==> src/rtl/frogger_pkg.sv <==
// Shared types, geometry constants and position helpers for the frog player engine.
package frogger_pkg;

  typedef enum logic [1:0] {StIdle, StHop, StDead, StGameOver} frog_state_t;
  typedef enum logic [1:0] {DirUp, DirDown, DirLeft, DirRight} dir_t;

  localparam int unsigned ScreenW = 640;
  localparam int unsigned ScreenH = 480;
  localparam int unsigned Tile    = 32;

  // Clamp a signed 11-bit candidate coordinate into [0, max].
  function automatic logic [9:0] clamp_pos(logic signed [10:0] v, logic [9:0] max);
    if (v < 0) begin
      return '0;
    end else if (v > $signed({1'b0, max})) begin
      return max;
    end else begin
      return v[9:0];
    end
  endfunction

  // Move pos at most px toward tgt without overshooting.
  function automatic logic [9:0] step_toward(logic [9:0] pos, logic [9:0] tgt, logic [9:0] px);
    if (tgt > pos) begin
      return ((tgt - pos) > px) ? pos + px : tgt;
    end else if (pos > tgt) begin
      return ((pos - tgt) > px) ? pos - px : tgt;
    end else begin
      return pos;
    end
  endfunction

endpackage

==> src/rtl/btn_sync.sv <==
// Two-flop synchronizer for a raw asynchronous button plus a one-clock rising-edge pulse.
module btn_sync (
  input  logic clk,
  input  logic rst_n,
  input  logic btn_i,
  output logic edge_o
);

  logic meta_q, sync_q, prev_q;

  always_ff @(posedge clk) begin
    if (!rst_n) begin
      meta_q <= 1'b0;
      sync_q <= 1'b0;
      prev_q <= 1'b0;
    end else begin
      meta_q <= btn_i;
      sync_q <= meta_q;
      prev_q <= sync_q;
    end
  end

  assign edge_o = sync_q & ~prev_q;

endmodule

==> src/rtl/frog_ctrl.sv <==
// Frog player-state engine: hop animation, death/respawn, lives and score, all
// advancing on frame_tick only so the renderer never sees a torn frame.
module frog_ctrl
  import frogger_pkg::*;
#(
  parameter int unsigned FROG_SIZE    = 32,
  parameter int unsigned STEP         = 32,
  parameter int unsigned HOP_PX       = 4,
  parameter int unsigned START_X      = 304,
  parameter int unsigned START_Y      = 448,
  parameter int unsigned MAX_X        = 608,
  parameter int unsigned MAX_Y        = 448,
  parameter int unsigned GOAL_Y       = 0,
  parameter int unsigned DEATH_FRAMES = 60,
  parameter int unsigned LIVES        = 3
) (
  input  logic       clk,
  input  logic       rst_n,
  input  logic       btn_up,
  input  logic       btn_down,
  input  logic       btn_left,
  input  logic       btn_right,
  input  logic       btn_start,
  input  logic       frame_tick,
  input  logic       hit,
  output logic [9:0] frog_x,
  output logic [9:0] frog_y,
  output logic [9:0] frog_size,
  output logic       hopping,
  output logic       dead,
  output logic       game_over,
  output logic [1:0] lives,
  output logic [7:0] score
);

  localparam logic [9:0]        StartX    = 10'(START_X);
  localparam logic [9:0]        StartY    = 10'(START_Y);
  localparam logic [9:0]        MaxX      = 10'(MAX_X);
  localparam logic [9:0]        MaxY      = 10'(MAX_Y);
  localparam logic [9:0]        GoalY     = 10'(GOAL_Y);
  localparam logic [9:0]        HopPx     = 10'(HOP_PX);
  localparam logic signed [10:0] Step     = 11'(STEP);
  localparam int unsigned       CntW      = $clog2(DEATH_FRAMES + 1);
  localparam logic [CntW-1:0]   CntLast   = CntW'(DEATH_FRAMES - 1);
  localparam logic [1:0]        LivesInit = 2'(LIVES);

  logic [3:0] btn_edge;
  logic       start_edge;

  btn_sync u_sync_up    (.clk(clk), .rst_n(rst_n), .btn_i(btn_up),    .edge_o(btn_edge[0]));
  btn_sync u_sync_down  (.clk(clk), .rst_n(rst_n), .btn_i(btn_down),  .edge_o(btn_edge[1]));
  btn_sync u_sync_left  (.clk(clk), .rst_n(rst_n), .btn_i(btn_left),  .edge_o(btn_edge[2]));
  btn_sync u_sync_right (.clk(clk), .rst_n(rst_n), .btn_i(btn_right), .edge_o(btn_edge[3]));
  btn_sync u_sync_start (.clk(clk), .rst_n(rst_n), .btn_i(btn_start), .edge_o(start_edge));

  frog_state_t     state_q, state_d;
  logic [9:0]      x_q, x_d, y_q, y_d;
  logic [9:0]      tgt_x_q, tgt_x_d, tgt_y_q, tgt_y_d;
  logic [CntW-1:0] cnt_q, cnt_d;
  logic [1:0]      lives_q, lives_d;
  logic [7:0]      score_q, score_d;
  logic [3:0]      pend_q, pend_d;
  logic            start_pend_q, start_pend_d;

  // An edge landing on the tick cycle itself still counts for that tick.
  logic [3:0] pend_now;
  logic       start_now;
  assign pend_now  = pend_q | btn_edge;
  assign start_now = start_pend_q | start_edge;

  dir_t       dir;
  logic [9:0] tx, ty, mv_tx, mv_ty, nx, ny;
  logic       do_move;

  always_comb begin
    state_d      = state_q;
    x_d          = x_q;
    y_d          = y_q;
    tgt_x_d      = tgt_x_q;
    tgt_y_d      = tgt_y_q;
    cnt_d        = cnt_q;
    lives_d      = lives_q;
    score_d      = score_q;
    pend_d       = frame_tick ? 4'b0000 : pend_now;
    start_pend_d = frame_tick ? 1'b0 : start_now;
    dir          = DirUp;
    tx           = x_q;
    ty           = y_q;
    mv_tx        = tgt_x_q;
    mv_ty        = tgt_y_q;
    nx           = x_q;
    ny           = y_q;
    do_move      = 1'b0;

    if (frame_tick) begin
      unique case (state_q)
        StIdle: begin
          if (hit) begin
            state_d = StDead;
            cnt_d   = '0;
          end else if (|pend_now) begin
            if (pend_now[0])      dir = DirUp;
            else if (pend_now[1]) dir = DirDown;
            else if (pend_now[2]) dir = DirLeft;
            else                  dir = DirRight;
            unique case (dir)
              DirUp:    ty = clamp_pos($signed({1'b0, y_q}) - Step, MaxY);
              DirDown:  ty = clamp_pos($signed({1'b0, y_q}) + Step, MaxY);
              DirLeft:  tx = clamp_pos($signed({1'b0, x_q}) - Step, MaxX);
              DirRight: tx = clamp_pos($signed({1'b0, x_q}) + Step, MaxX);
              default:  ;
            endcase
            // A clamped target equal to the current spot is a wall bump: no hop.
            if (tx != x_q || ty != y_q) begin
              do_move = 1'b1;
              mv_tx   = tx;
              mv_ty   = ty;
            end
          end
        end
        StHop: begin
          if (hit) begin
            state_d = StDead;
            cnt_d   = '0;
          end else begin
            do_move = 1'b1;
          end
        end
        StDead: begin
          if (cnt_q == CntLast) begin
            lives_d = lives_q - 2'd1;
            if (lives_q == 2'd1) begin
              state_d = StGameOver;
            end else begin
              state_d = StIdle;
              x_d     = StartX;
              y_d     = StartY;
            end
          end else begin
            cnt_d = cnt_q + CntW'(1);
          end
        end
        StGameOver: begin
          if (start_now) begin
            state_d = StIdle;
            lives_d = LivesInit;
            score_d = 8'd0;
            x_d     = StartX;
            y_d     = StartY;
          end
        end
        default: state_d = StIdle;
      endcase
    end

    if (do_move) begin
      nx      = step_toward(x_q, mv_tx, HopPx);
      ny      = step_toward(y_q, mv_ty, HopPx);
      x_d     = nx;
      y_d     = ny;
      tgt_x_d = mv_tx;
      tgt_y_d = mv_ty;
      state_d = StHop;
      if (nx == mv_tx && ny == mv_ty) begin
        state_d = StIdle;
        if (ny == GoalY) begin
          if (score_q != 8'hff) score_d = score_q + 8'd1;
          x_d = StartX;
          y_d = StartY;
        end
      end
    end
  end

  always_ff @(posedge clk) begin
    if (!rst_n) begin
      state_q      <= StIdle;
      x_q          <= StartX;
      y_q          <= StartY;
      tgt_x_q      <= StartX;
      tgt_y_q      <= StartY;
      cnt_q        <= '0;
      lives_q      <= LivesInit;
      score_q      <= 8'd0;
      pend_q       <= 4'b0000;
      start_pend_q <= 1'b0;
    end else begin
      state_q      <= state_d;
      x_q          <= x_d;
      y_q          <= y_d;
      tgt_x_q      <= tgt_x_d;
      tgt_y_q      <= tgt_y_d;
      cnt_q        <= cnt_d;
      lives_q      <= lives_d;
      score_q      <= score_d;
      pend_q       <= pend_d;
      start_pend_q <= start_pend_d;
    end
  end

  assign frog_x    = x_q;
  assign frog_y    = y_q;
  assign frog_size = 10'(FROG_SIZE);
  assign hopping   = (state_q == StHop);
  assign dead      = (state_q == StDead);
  assign game_over = (state_q == StGameOver);
  assign lives     = lives_q;
  assign score     = score_q;

endmodule

==> config.mk <==
export PLATFORM = sky130hd
export DESIGN_NAME = frog_ctrl
export DESIGN_NICKNAME = d
export VERILOG_FILES = /design/src/rtl/frogger_pkg.sv /design/src/rtl/btn_sync.sv /design/src/rtl/frog_ctrl.sv
export SDC_FILE = /design/constraint.sdc
export NUM_CORES = 1
export LEC_CHECK = 0
export ABC_AREA = 1
export BUFFER_PORTS_ARGS = -buffer_cell sky130_fd_sc_hd__buf_2
export CORE_ASPECT_RATIO = 0.6
export CORE_MARGIN = 2
export CORE_UTILIZATION = 31
export DETAILED_ROUTE_END_ITERATION = 10
export PLACE_DENSITY_LB_ADDON = 0.12
export SLEW_MARGIN = 5
export SYNTH_ARGS = -nofsm -noshare
export SYNTH_HDL_FRONTEND = slang
export SYNTH_SLANG_ARGS = --single-unit
==> constraint.sdc <==
create_clock -name clk -period 5.2 [get_ports clk]
set_input_delay 0.78 -clock clk [delete_from_list [all_inputs] [get_ports clk]]
set_output_delay 0.78 -clock clk [all_outputs]
set_load 0.005 [all_outputs]
==> reports/metrics.cfg, run 1 <==
[finish]
drive_gt1_share_pct=41.6
final_cell_count_no_fill=2210
regArea_um2=1590
fillers=2740
syn_to_final_growth_pct=58.7
layout_commonest_cell=nand2_1
nets=1912
diodes=0
final_cell_mix=nand2_1, buf_4, inv_1
multi_input_area_um2=6840

[setup_path]
required_ps=5480
crit_path_end_kind=flop
start_kind=flop
worst_ep_arrival_time_ps=5930
crit_top_cell=nand2_1
cp_slowest_cell=nor2_1
critical_path.max_stage_delay_ps=410
crit_type=flop to flop
critPathMaxFanout=6

[synthesis]
synth_edf_count=0
synth_area_um2=8390
synthCells=1449
ys_async_sr_fraction_pct=0
ys_types=47
syn_area_per_cell_um2=5.79
synth_ff_type=dfxtp_1
synth.yosys.seq_area_share_pct=18.6
yosysWarnings=0
ys_ff_latch=78

[min_path]
hold_class=flop to flop

[sta]
maxSlewHeadroom_pct=46.7
hold_viol_final=0
skew_ps=11.1
slew_violations=0
max_freq_mhz=177
finalCritPeriodShare_pct=109
tightestPinTransition_ps=794
layout_min_cycle_time_ps=5650
timing.final.ws_setup_ps=-454
rsz0062_at_grt=true
finalSetupViolCount=22

[clocking]
cts_htree_levels=3
clk_pin_slew_ps=70
cts_inserted_buffers=9
ctsHoldBuffers=0
cts_tree=built
cts.root.buffer_cell=clkbuf_16
cts_sinks=78
clk_latency_ps=340
cts_buffer_depth=2

[place]
dpl.cell_count=2135
numPortBuffers=41
place.gp.congestion=0.964
dp_hpwl_um=28300

[global_route]
first_global_vias=10022
grt_max_degree=43
antenna_found_initial=0
grt_busiest_layer=met1
grt_use_met2_pct=33.3
grtUsageMet1_pct=40.5
grt_use_total_pct=25.1
met3_usage_pct=5.97
gr-total-overflow=0
grt_pass1_wl_um=56200

[die]
ios=52
die_w_um=216
core_area_um2=26500
die_area_um2=28500
die_h_um=131
start_util_pct=31.6
rows=46

[power_and_ir_drop]
vdd_drop_max_v=0.000186
powerDensity_nw_per_um2=460
leakagePower_nw=6.81
power.total_mw=6.13

[drt]
dr_total_vias=10768
drt-initial-drc-count=1052
detail_route.vias_per_cell=4.87
totalWireLength_um=36200
post_drt_wl_per_cell_um=16.4
drcViolationCount=0
ant_nets=0
dr.pass1.iters=6

[status]
status=complete, but fails checks
violations=setup timing

[job]
drv_cap=0

==> Yosys cell counts (11+ instances only) <==
library cell / count / area share, %
o21ai_0: 38 / 2.3
nor3_1: 12 / 0.72
ha_1: 56 / 8.3
inv_2: 26 / 1.2
buf_4: 11 / 0.98
clkbuf_1: 16 / 0.72
o21ai_1: 18 / 1.1
nand2_1: 453 / 20
nand3_1: 141 / 8.4
nand4_1: 44 / 3.3
nand2_2: 13 / 0.97
nor2_1: 127 / 5.7
buf_2: 14 / 0.83
a21oi_1: 80 / 4.8
inv_1: 198 / 8.9
dfxtp_1: 78 / 19
xor2_1: 35 / 3.7
==> layer usage <==
layer	part of all wire [%]	vias to the layer above	wire (um)
met5	0	-	0
li1	-	5387	-
met1	52	4970	18800
met3	9.6	35	3480
met4	0.74	0	269
met2	38	376	13600
==> worst paths after layout <==
path / start / endpoint / slack [ps] / cells past startpoint
worst max register to register: frog_x[0] / frog_x[4] / -450 / 43
worst max-delay path: frog_x[0] / frog_x[4] / -450 / 43
worst min register to register: u_sync_start.meta_q / u_sync_start.sync_q / 420 / 2
worst min-delay path: u_sync_start.meta_q / u_sync_start.sync_q / 420 / 2
==> flip-flops by register name, summed over array words and instances, names as in the netlist, 2 cells and up <==
name	flops
cnt_q	6
lives	2
pend_q	4
frog_x	10
state_q	2
score	8
tgt_x_q	10
frog_y	10
tgt_y_q	10
==> per-stage QoR <==
stage	setup WS (ps)	hold WS [ps]	util, %	instance area [um2]	TNS [ps]
4_1_cts	-407	418	47.5	12600	-7810
3_3_place_gp	-1170	395	42.8	11300	-25630
2_1_floorplan	5.14	390	-	8480	0
3_5_place_dp	-1020	401	42.8	11300	-21720
6_report	-454	417	50.2	13300	-8980
5_1_grt	-752	449	50.2	13300	-15490
==> where the power goes <==
group / switching (mW) / internal [mW]
registers: 0.0349 / 0.636
logic: 2.71 / 2.12
clock network: 0.299 / 0.334
==> worst max-delay path, delay by kind of cell, from the launching register on <==
| kind | cells | cell delay (ps) |
|---|---|---|
| simple gates | 28 | 3280 |
| buf+inv | 9 | 960 |
| fa+ha+maj | 2 | 530 |
| flops | 1 | 350 |
| compound gates | 3 | 270 |
| xor+xnor | 1 | 150 |
==> cell type report <==
class / count / share of cell area (%)
Tap cell: 360 / 3.38
Clock buffer: 9 / 1.69
Sequential cell: 78 / 11.9
Timing Repair Buffer: 428 / 24.6
Multi-Input combinational cell: 1101 / 51.4
Clock inverter: 7 / 0.460
Inverter: 227 / 6.57
==> kinds of logic after synthesis <==
group	Yosys count	share of synthesized area, %
XOR/XNOR	41	4.28
flip-flops	78	18.6
buffers and inverters	278	13.7
adder cells (fa/ha/maj)	58	8.83
other	2	0.0895
AO/OA/AOI/OAI	166	10.9
AND/OR/NAND/NOR	826	43.6
==> what timing repair did <==
item / in CTS / in global routing
setup endpoints to repair: 29 / 29
pin swaps: 91 / 102
resized for setup: 190 / 149
cloned: 0 / 0
setup buffers: 38 / 22
No activity file was read; power rests on OpenSTA's default activity.
==> run 2: changes to the inputs <==
Settings changed: CORE_MARGIN 2 to 10, TNS_END_PERCENT from default to 1.
==> run 2 against run 1 <==
  * The flow still finishes with violations (setup timing)
  * Critical path depth unchanged
  * Maximum frequency about the same
  * Non-clock buffer count decreased by 40
  * Combinational power decreased by 8.3%
  * Flip-flop and latch count unchanged
==> reports/metrics.cfg, run 2 (synthesis results as in run 1) <==
[drt]
detail_route.vias_per_cell=4.83  ; was 4.87
dr.pass1.iters=5  ; was 6
drcViolationCount=0  ; unchanged
dr_total_vias=10485  ; was 10.8k
totalWireLength_um=36100  ; was 36200 um
routed.top_layer=met4  ; unchanged
post_drt_wl_per_cell_um=16.6  ; was 16.4 um
wl_met3_um=3080  ; was 3480 um
wl_met1_um=19600  ; was 18800 um
ant_nets=0  ; unchanged
wl_met2_um=13200  ; was 13600 um
drt-initial-drc-count=1144  ; was 1052

[setup_path]
cp_slowest_cell=dfxtp_1  ; was nor2_1
crit_path_end_kind=flop  ; unchanged
crit_top_cell=nand2_1  ; unchanged
worst_ep_arrival_time_ps=5940  ; was 5930 ps
crit_type=flop to flop  ; unchanged
path_delay_family=simple AND/OR/NAND/NOR gates  ; unchanged
critPathMaxFanout=7  ; was 6
critical_path.max_stage_delay_ps=310  ; was 410 ps
start_kind=flop  ; unchanged
path_buf_inv=7  ; was 9
required_ps=5490  ; was 5480 ps

[die]
die_w_um=232  ; was 216 um
die_area_um2=34300  ; was 28500 um2
die_h_um=147  ; was 131 um
ios=52  ; unchanged
rows=46  ; unchanged
core_area_um2=26500  ; unchanged
start_util_pct=31.6  ; unchanged

[min_path]
hold_class=flop to flop  ; unchanged

[finish]
diodes=0  ; unchanged
final_cell_count_no_fill=2170  ; was 2210
final_cell_mix=nand2_1, buf_4, inv_1  ; unchanged
layout_commonest_cell=nand2_1  ; unchanged
finish.instance_area_um2=12500  ; was 13300 um2
drive_gt1_share_pct=34.6  ; was 41.6%
nets=1872  ; was 1912
syn_to_final_growth_pct=49.0  ; was 58.7%

[global_route]
grt_pass1_wl_um=56200  ; about the same
antenna_found_initial=0  ; unchanged
grt_max_degree=43  ; unchanged
grt_use_total_pct=20.8  ; was 25.1%
first_global_vias=9705  ; was 10.0k
gr-total-overflow=0  ; unchanged

[sta]
max_freq_mhz=177  ; about the same
maxSlewHeadroom_pct=42.3  ; was 46.7%
tightestPinTransition_ps=858  ; was 794 ps
rsz0062_at_grt=true  ; unchanged
timing.final.ws_setup_ps=-451  ; was -454 ps
slew_violations=0  ; unchanged
skew_ps=10.7  ; was 11.1 ps
finalSetupViolCount=22  ; unchanged
layout_min_cycle_time_ps=5650  ; about the same
hold_viol_final=0  ; unchanged
finalCritPeriodShare_pct=109  ; about the same

[clocking]
clk_latency_ps=350  ; was 340 ps
ctsHoldBuffers=0  ; unchanged
cts_htree_levels=3  ; unchanged
cts.root.buffer_cell=clkbuf_16  ; unchanged
cts_tree=built  ; unchanged
clk_pin_slew_ps=60  ; was 70 ps
cts_buffer_depth=2  ; unchanged
cts_sinks=78  ; unchanged
cts_inserted_buffers=9  ; unchanged

[job]
drv_cap=0  ; unchanged

[power_and_ir_drop]
p_int_mw=2.89  ; was 3.09 mW
p_seq_share_pct=11.6  ; was 10.9%
p_switching_mw=2.87  ; was 3.04 mW
p_comb_share_pct=76.9  ; was 78.7%
vdd_drop_max_v=0.000183  ; was 0.000186 V
clkPwrFrac_pct=11.5  ; was 10.3%
leakagePower_nw=6.52  ; was 6.81 nW
switching_share_pct=49.9  ; was 49.6%
powerDensity_nw_per_um2=461  ; was 460 nW/um2

[place]
placedInstanceArea_um2=11300  ; about the same
place.gp.congestion=0.951  ; was 0.964
dp_hpwl_um=29300  ; was 28300 um
numPortBuffers=41  ; unchanged
dpl.cell_count=2133  ; was 2135

[status]
violations=setup timing  ; unchanged
status=complete, but fails checks  ; unchanged

run 2: cell count changes in the layout (fill, tap and decap cells not counted), moves of 7 or more:
cell | before | now
nand2_1 | 365 | 411
nand2_2 | 95 | 52
buf_4 | 357 | 336
buf_6 | 22 | 5
nand3_1 | 104 | 119
nand3_2 | 38 | 23
inv_1 | 173 | 186
o21ai_2 | 13 | 2
nor2_2 | 11 | 19
nor2_4 | 31 | 23
o21ai_1 | 14 | 22
inv_2 | 45 | 38
run 2: per-layer routing:
| layer | up-vias | track usage, % |
|---|---|---|
| li1 | 5304 | - |
| met1 | 4835 | 33.7 |
| met2 | 329 | 26.5 |
| met3 | 17 | 5.12 |
| met4 | 0 | 2.08 |
| met5 | - | 0 |
run 2: cell type report:
cell class                 instances  area (um2)
fill                            2794       14000
multi-input combinational       1101        6420
timing repair buffer             388        2900
sequential                        78        1580
inverter                         227         856
tap                              360         450
clock buffer                       9         225
clock inverter                     7        77.6
run 2: worst reg2reg max path: cells and delay by family (launching register included):
family	cells	cell delay, ps
fa+ha+maj	2	460
xor+xnor	1	120
buf+inv	7	880
simple gates	30	3320
flops	1	310
compound gates	3	490
run 2: worst paths after layout:
| path | start | endpoint | slack (ps) | depth (start not counted) |
|---|---|---|---|---|
| worst min register to register | u_sync_left.meta_q | u_sync_left.sync_q | 420 | 2 |
| worst min-delay path | u_sync_left.meta_q | u_sync_left.sync_q | 420 | 2 |
| worst max-delay path | frog_y[2] | frog_x[8] | -450 | 43 |
| worst max register to register | frog_y[2] | frog_x[8] | -450 | 43 |
run 2: stage by stage:
stage               utilization (%)  TNS (ps)  setup slack (ps)  hold slack, ps  total power [mW]
floorplan                         -     -18.2             -9.08             390              2.73
global placement               42.7    -21820             -1050             401              4.46
detailed placement             42.7    -20070              -965             402              4.42
CTS                            45.5     -7490              -393             419              5.36
global route                   47.1    -18150              -844             448              6.20
finish                         47.1     -9030              -451             416              5.76
run 2: timing repair:
action,CTS,global route
setup buffers,7,14
setup endpoints to repair,28,29
gates resized for setup,102,83
pin swaps,32,42
run 2: power by group through the flow:
stage / sequential [mW] / combinational (mW) / clock (mW)
CTS: 0.667 / 4.01 / 0.681
detailed placement: 0.679 / 3.74 / 0
global route: 0.674 / 4.83 / 0.703
global placement: 0.678 / 3.78 / 0
floorplan: 0.678 / 2.05 / 0
finish: 0.669 / 4.43 / 0.665
==> run 3: changes to the inputs <==
Settings changed: TNS_END_PERCENT 1 to 100.
Clock period 5.2 ns to 6 ns, I/O delays scaled along.
==> run 3 against run 2 <==
  * The run now ends clean
  * Final cell count shrank 5.0%
  * Highest routed layer unchanged
  * Combinational power shrank 18%
  * Register-to-register slack better by 640 ps
  * Final area is 3.8% lower
  * Critical path type unchanged
  * Utilization decreased by 1.8 points
  * Wire length down 1.2%
  * Sequential share of layout area grew 0.61 points
  * Critical path depth unchanged
  * Total power fell by 16%
==> reports/metrics.cfg, run 3 (synthesis results as in run 1) <==
[status]
status=complete, no violations  ; was complete, but fails checks

[finish]
drive_gt1_share_pct=33.7  ; was 34.6%
fillers=2790  ; was 2794
regArea_um2=1590  ; was 1580 um2
final_cell_mix=nand2_1, buf_4, inv_1  ; unchanged
nets=1763  ; was 1872
multi_input_area_um2=6660  ; was 6420 um2
diodes=0  ; unchanged
syn_to_final_growth_pct=43.3  ; was 49.0%
layout_commonest_cell=nand2_1  ; unchanged
final_core_util_pct=45.3  ; was 47.1%
final_cell_count_no_fill=2061  ; was 2170
finish.instance_area_um2=12000  ; was 12500 um2

[die]
die_w_um=232  ; unchanged
core_area_um2=26500  ; unchanged
die_h_um=147  ; unchanged
rows=46  ; unchanged
start_util_pct=31.6  ; unchanged
die_area_um2=34300  ; unchanged
ios=52  ; unchanged

[job]
drv_cap=0  ; unchanged

[sta]
maxSlewHeadroom_pct=43.7  ; was 42.3%
hold_viol_final=0  ; unchanged
finalSetupViolCount=0  ; was 22
skew_ps=7.93  ; was 10.7 ps
layout_min_cycle_time_ps=5820  ; was 5650 ps
tightestPinTransition_ps=838  ; was 858 ps
slew_violations=0  ; unchanged
finalCritPeriodShare_pct=96.9  ; was 109%
holdWs_ps=414  ; was 416 ps
max_freq_mhz=172  ; was 177 MHz

[place]
dp_hpwl_um=27700  ; was 29300 um
place.gp.congestion=0.962  ; was 0.951
placedInstanceArea_um2=10400  ; was 11300 um2
dpl.cell_count=2013  ; was 2133
numPortBuffers=41  ; unchanged

[drt]
ant_nets=0  ; unchanged
drt-initial-drc-count=1049  ; was 1144
dr_total_vias=10231  ; was 10.5k
post_drt_wl_per_cell_um=17.3  ; was 16.6 um
dr.pass1.iters=7  ; was 5
drcViolationCount=0  ; unchanged
detail_route.vias_per_cell=4.96  ; was 4.83
totalWireLength_um=35700  ; was 36100 um

[setup_path]
start_kind=flop  ; unchanged
crit_path_end_kind=flop  ; unchanged
critical_path.max_stage_delay_ps=400  ; was 310 ps
worst_ep_arrival_time_ps=6030  ; was 5940 ps
crit_type=flop to flop  ; unchanged
critPathMaxFanout=10  ; was 7
cp_slowest_cell=dfxtp_4  ; was dfxtp_1
crit_top_cell=nand2_1  ; unchanged
required_ps=6210  ; was 5490 ps

[clocking]
cts_inserted_buffers=9  ; unchanged
cts_tree=built  ; unchanged
clk_pin_slew_ps=70  ; was 60 ps
cts_htree_levels=3  ; unchanged
ctsHoldBuffers=0  ; unchanged
cts.root.buffer_cell=clkbuf_16  ; unchanged
cts_buffer_depth=2  ; unchanged
clk_latency_ps=350  ; about the same
cts_sinks=78  ; unchanged

[global_route]
gr-total-overflow=0  ; unchanged
antenna_found_initial=0  ; unchanged
grt_pass1_wl_um=53200  ; was 56200 um
first_global_vias=9186  ; was 9705
grt_use_total_pct=19.6  ; was 20.8%
grt_max_degree=35  ; was 43

[power_and_ir_drop]
vdd_drop_max_v=0.000150  ; was 0.000183 V
leakagePower_nw=6.06  ; was 6.52 nW
powerDensity_nw_per_um2=402  ; was 461 nW/um2
power.total_mw=4.84  ; was 5.76 mW

[min_path]
hold_class=flop to flop  ; unchanged

==> run 3: cell type report <==
| cell class | instances | share of cell area, % |
|---|---|---|
| clock buffers | 9 | 1.87 |
| clock inverters | 7 | 0.739 |
| multi-input cells | 1102 | 55.3 |
| well taps | 360 | 3.75 |
| repair buffers | 278 | 17.9 |
| flip-flops and latches | 78 | 13.2 |
| inverters | 227 | 7.23 |
==> run 3: timing repair <==
action | 4_1_cts | 5_1_grt
cloned | 0 | 2
resized for setup | 17 | 285
buffers inserted | 5 | 26
setup endpoints to repair | 22 | 22
endpoints found under the hold margin | 0 | 0
pin swaps | 5 | 114
==> run 3: layer usage <==
metal  global-route usage (%)  wire, um  up-vias
met2                     24.6     13300      371
met3                     5.12      3780       19
met4                     2.41       208        0
met5                        0         0        -
li1                         -         -     5090
met1                     31.8     18400     4751
==> run 3: power breakdown <==
| part | internal, mW | total [mW] | switching, mW | leakage [nW] |
|---|---|---|---|---|
| Clock | 0.334 | 0.600 | 0.266 | 0.152 |
| Sequential | 0.551 | 0.585 | 0.0343 | 0.637 |
| Combinational | 1.45 | 3.65 | 2.20 | 5.27 |
| Total | 2.34 | 4.84 | 2.50 | 6.06 |
==> run 3: metrics by stage <==
step | setup WS, ps | setup TNS (ps)
2_1_floorplan | 589 | 0
3_3_place_gp | -612 | -11420
3_5_place_dp | -494 | -9560
4_1_cts | 17.9 | 0
5_1_grt | -121 | -1720
6_report | 184 | 0
==> run 3: final timing paths <==
kind | depth (start not counted) | to | from | slack [ps]
setup reg to reg | 43 | frog_x[6] | frog_x[5] | 180
hold / removal | 2 | u_sync_start.sync_q | u_sync_start.meta_q | 410
setup / recovery | 43 | frog_x[6] | frog_x[5] | 180
hold reg to reg | 2 | u_sync_start.sync_q | u_sync_start.meta_q | 410
==> run 3: worst max-delay path, delay by kind of cell (launching register included) <==
kind | cells | cell delay [ps]
and+or+nand+nor | 28 | 3010
buffers and inverters | 9 | 1140
adders and majority gates | 2 | 590
AOI/OAI and AO/OA | 4 | 520
DFF | 1 | 400
